$ cat config.mk
export PLATFORM = sky130hd
export DESIGN_NAME = uart_alu_ctrl
export DESIGN_NICKNAME = d
export VERILOG_FILES = /design/src/rtl/uart_alu_ctrl.sv
export SDC_FILE = /design/constraint.sdc
export NUM_CORES = 1
export LEC_CHECK = 0
export CAP_MARGIN = 20
export CORE_UTILIZATION = 45
export CTS_BUF_LIST = sky130_fd_sc_hd__clkbuf_4
export DETAILED_ROUTE_END_ITERATION = 8
export GPL_ROUTABILITY_DRIVEN = 1
export PLACE_DENSITY = 0.8
export REMOVE_ABC_BUFFERS = 1
export SYNTH_ARGS = -nofsm -noshare
export SYNTH_HDL_FRONTEND = slang
export SYNTH_SLANG_ARGS = --single-unit
$ cat constraint.sdc
create_clock -name i_clk -period 1.5 [get_ports i_clk]
set_clock_uncertainty 0.05 [all_clocks]
set_input_delay 0.45 -clock i_clk [delete_from_list [all_inputs] [get_ports i_clk]]
set_output_delay 0.45 -clock i_clk [all_outputs]
set_load 0.005 [all_outputs]
$ cat src/rtl/uart_alu_ctrl.sv
// Sequencer between a UART rx/tx pair and a combinational ALU: collects A, B, opcode,
// latches the ALU result (or an error byte) and hands it to the transmitter.
module uart_alu_ctrl #(
   parameter int unsigned NB_DATA       = 8,
   parameter int unsigned NB_OP         = 6,
   parameter int unsigned TIMEOUT_TICKS = 640,
   parameter logic [NB_DATA-1:0] ERR_CODE = NB_DATA'(8'hEE)
) (
   input  logic               i_clk,
   input  logic               i_reset,
   input  logic               i_s_tick,
   input  logic [NB_DATA-1:0] i_rx_data,
   input  logic               i_rx_done_tick,
   input  logic               i_tx_done_tick,
   input  logic [NB_DATA-1:0] i_alu_result,
   output logic [NB_DATA-1:0] o_alu_a,
   output logic [NB_DATA-1:0] o_alu_b,
   output logic [NB_OP-1:0]   o_alu_op,
   output logic [NB_DATA-1:0] o_tx_data,
   output logic               o_tx_start,
   output logic               o_busy,
   output logic               o_error,
   output logic               o_timeout,
   output logic               o_overrun
);

   localparam int unsigned NB_CNT = $clog2(TIMEOUT_TICKS);
   localparam logic [NB_CNT-1:0] CNT_LAST = NB_CNT'(TIMEOUT_TICKS - 1);

   typedef enum logic [2:0] {
      IDLE    = 3'd0,
      WAIT_B  = 3'd1,
      WAIT_OP = 3'd2,
      EXEC    = 3'd3,
      SEND    = 3'd4,
      WAIT_TX = 3'd5
   } state_t;

   state_t            state;
   logic [NB_CNT-1:0] tick_cnt;
   logic              op_valid_c;

   // Opcode decode against the ALU's supported operation set
   always_comb begin
      op_valid_c = 1'b0;
      case (o_alu_op)
         NB_OP'(6'b100000), NB_OP'(6'b100010), NB_OP'(6'b100100), NB_OP'(6'b100101),
         NB_OP'(6'b100110), NB_OP'(6'b100111), NB_OP'(6'b000011), NB_OP'(6'b000010):
            op_valid_c = 1'b1;
         default: op_valid_c = 1'b0;
      endcase
   end

   always_ff @(posedge i_clk or posedge i_reset) begin
      if (i_reset) begin
         state      <= IDLE;
         tick_cnt   <= '0;
         o_alu_a    <= '0;
         o_alu_b    <= '0;
         o_alu_op   <= '0;
         o_tx_data  <= '0;
         o_tx_start <= 1'b0;
         o_busy     <= 1'b0;
         o_error    <= 1'b0;
         o_timeout  <= 1'b0;
         o_overrun  <= 1'b0;
      end else begin
         o_tx_start <= 1'b0;
         o_error    <= 1'b0;
         o_timeout  <= 1'b0;
         o_overrun  <= 1'b0;
         case (state)
            IDLE: begin
               if (i_rx_done_tick) begin
                  o_alu_a  <= i_rx_data;
                  tick_cnt <= '0;
                  state    <= WAIT_B;
                  o_busy   <= 1'b1;
               end
            end
            WAIT_B, WAIT_OP: begin
               // A received byte takes priority over an expiring timeout
               if (i_rx_done_tick) begin
                  tick_cnt <= '0;
                  if (state == WAIT_B) begin
                     o_alu_b <= i_rx_data;
                     state   <= WAIT_OP;
                  end else begin
                     o_alu_op <= i_rx_data[NB_OP-1:0];
                     state    <= EXEC;
                  end
               end else if (i_s_tick) begin
                  if (tick_cnt == CNT_LAST) begin
                     o_timeout <= 1'b1;
                     tick_cnt  <= '0;
                     state     <= IDLE;
                     o_busy    <= 1'b0;
                  end else begin
                     tick_cnt <= tick_cnt + NB_CNT'(1);
                  end
               end
            end
            EXEC: begin
               o_tx_data  <= op_valid_c ? i_alu_result : ERR_CODE;
               o_error    <= ~op_valid_c;
               o_tx_start <= 1'b1;
               state      <= SEND;
            end
            SEND: begin
               state <= WAIT_TX;
            end
            WAIT_TX: begin
               if (i_tx_done_tick) begin
                  state  <= IDLE;
                  o_busy <= 1'b0;
               end
            end
            default: begin
               state  <= IDLE;
               o_busy <= 1'b0;
            end
         endcase
         // Bytes arriving while a result is in flight are dropped and flagged
         if (i_rx_done_tick && (state == EXEC || state == SEND || state == WAIT_TX))
            o_overrun <= 1'b1;
      end
   end

endmodule

==> impl_results.md <==
- Run status: finished, violations left
- CP Class: reg -> reg
- Req. time, crit path: 1710 ps
- CTS clock-pin slew for the worst setup and hold paths: 140 ps
- Clock Latency Late Sink: 370 ps
- Final hold violation count: 0
- Initial antenna violation count: 0
- Area growth, synth to finish: 53.0%
- Floorplan Core Area: 4470 um2
- Total number of vias: 1924
- CTS tree: done
- Synth cell types: 42
- Clk pwr share: 0.089
- Antenna Nets Post-Route: 0
- CTS buffer count: 5
- Setup WS post-layout: -89.9 ps
- Most area-consuming cells after synthesis: dfrtp_1, mux2_2, nand2_1
- Die W: 71.2 um
- Int Power: between 4 and 5 mW
- Asr flop ratio synth: 1.00
- Syn Area/Cell: 11.5 um2
- Gate power share: 0.559
- Crit path capture type: register
- Vias in the first global route: 1935
- Overall Global Routing Usage: 0.231
- Ys Warns: 0
- Synthesized instance count: 187
- DR vias/cell: approximately 5.5
- Die area: 5070 um2
- WHS: 364 ps
- Max-slew violations: 0
- Unrepaired setup endpoints after global routing: true
- # diodes: 0
- First-pass GRT wire length: 9140 um
- EDFF count, synth: 0
- Register share of total power: 0.353
- Num ports: 56
- Leak: 1.55 nW
- Clk root buf: clkbuf_4
- Relative slew slack: 0.773
- Pre-antenna DRT Iters: 6
- Nets: 321
- CP startpoint kind: register
- R2R cell count: 5
- MaxCap Viol Count: 0
- GPL Wtd Cong: 0.860
- Final wirelength: 5940 um
- Net switching power: ~2.3 mW
- Number of clock sinks: 48
- Register area share after synthesis: 0.557
- Die Ht: 71.2 um
- Max Fclk: 629 MHz
- Primary FF master, synth: dfrtp_1
- Switching share of power: 0.366
- Worst-Margin Slew: 336 ps
- Area leader, netlist: dfrtp_1
- Fraction of layout cells with a size suffix above 1: 0.482
- Total grt overflow: 0
- Clock buffer depth: 2
- Largest net degree at the start of global routing: 49
- Peak supply drop: 1.16 mV
- HP Class: in -> async
- Setup violators final: 19
- Port Buffer Count: 55
- Routed len/inst: 16.9 um
- Power Density: 1920 nW/um2
- Register bit total from synthesis: 48
- Violated checks: DRC, setup timing
- Cell row count: 24
- Synth Cell Area: 2150 um2
- Reg2reg setup slack: -90 ps
- Core Util, Final: 0.737
- Arrival @ worst endpoint: 1800 ps
- Final period util: 1.06
- Initial Util: 0.482
- Number of H-tree levels: 2
- Min Tclk post-route: ~1600 ps
- DR iter-0 viols: 135
- Worst-path fanout max: 5
- DRC viols: 1
- DPL Wire Length: roughly 3400 um
- Top cell type's share of synthesized area: 0.557
## what timing repair did
action / 4_1_cts / 5_1_grt
endpoints found under the setup margin: 78 / 73
hold buffers: 0 / 0
pin swaps: 7 / 12
cloned: 0 / 1
resized for setup: 105 / 62
buffers inserted: 14 / 16
## sequential cells by signal, summed over array words and instances, names as in the netlist, 3 cells and up
| signal | count |
|---|---|
| o_alu_op | 6 |
| o_alu_b | 8 |
| o_alu_a | 8 |
| o_tx_data | 8 |
| state | 3 |
| tick_cnt | 10 |
## metrics by stage
stage	std cells	TNS, ps	area (um2)	power, mW	setup slack (ps)
after floorplan	181	-9850	2100	3.34	-144
after global placement	313	-15840	2930	4.88	-513
after detailed placement	313	-16490	2930	4.97	-551
after CTS	334	-143	3160	5.82	-42.9
after global routing	351	-1410	3300	6.69	-222
final	351	-575	3300	6.34	-89.9
## power groups by stage
stage               registers [mW]  clock network (mW)  logic [mW]
floorplan                     2.23                   0        1.11
global placement              2.21                   0        2.67
detailed placement            2.22                   0        2.74
CTS                           2.19               0.564        3.06
global route                  2.29               0.610        3.80
finish                        2.23               0.561        3.54
## layout make-up
cell class | count | area, um2
sequential | 48 | 1200
timing repair inverter | 1 | 7.51
inverter | 7 | 32.5
fill | 301 | 1180
timing repair buffer | 110 | 881
clock buffer | 5 | 37.5
tap | 52 | 65.1
clock inverter | 2 | 7.51
multi-input combinational | 126 | 1060
## cell usage in the layout, fill, tap and decap left out, types with 5 or more instances in the layout
cell type        netlist  routed
buf_4                  0      44
buf_6                  3       9
clkbuf_2               0      26
clkbuf_4               0       5
clkdlybuf4s15_1        0       8
clkdlybuf4s50_1        0      18
dfrtp_1               48      45
mux2_2                22       6
mux2_4                 0      16
nand2_1               25      25
nand3_1                9       5
o21ai_0               15       9
## logic make-up (layout without fill, tap and decap cells)
family / Yosys count / count (layout) / share of synthesized area
adder cells (fa/ha/maj): 1 / 1 / 0.00581
multiplexers: 22 / 22 / 0.115
AND/OR/NAND/NOR: 61 / 61 / 0.152
flip-flops: 48 / 48 / 0.557
AO/OA/AOI/OAI: 41 / 41 / 0.127
XOR/XNOR: 1 / 1 / 0.00407
buffers and inverters: 13 / 125 / 0.0383
## synth_stat cells, drive strengths merged, types with 4 or more instances
cell / count
dfrtp: 48
nand2: 25
mux2: 22
o21ai: 16
nand3: 9
a21oi: 7
inv: 6
and3: 5
nor2: 5
buf: 4
nand4: 4
o211ai: 4
## per-layer routing
| layer | GRT usage | part of all wire | vias to the layer above |
|---|---|---|---|
| met3 | 0.0598 | 0.047 | 11 |
| met5 | 0 | 0 | - |
| met1 | 0.291 | 0.42 | 951 |
| met2 | 0.384 | 0.52 | 68 |
| li1 | - | - | 894 |
| met4 | 0.0867 | 0.016 | 0 |
## path summary, 6_finish.rpt
check | to | start
max | o_busy$_DFFE_PP0P_ | tick_cnt[0]$_DFFE_PP0P_
min | tick_cnt[2]$_DFFE_PP0P_ | i_reset
max reg2reg | o_busy$_DFFE_PP0P_ | tick_cnt[0]$_DFFE_PP0P_
min reg2reg | o_tx_data[7]$_DFFE_PP0P_ | o_tx_data[7]$_DFFE_PP0P_
max in group asynchronous | o_tx_start$_DFF_PP0_ | i_reset
min in group i_clk | o_tx_data[7]$_DFFE_PP0P_ | o_tx_data[7]$_DFFE_PP0P_
## critical path: stages (launching register included)
cell and delay, ps:
dfrtp_1 440, ha_2 210, and3_4 220, nand4_1 190, o211ai_1 260, o211ai_1 120
Power figures use the tool's default switching activity.
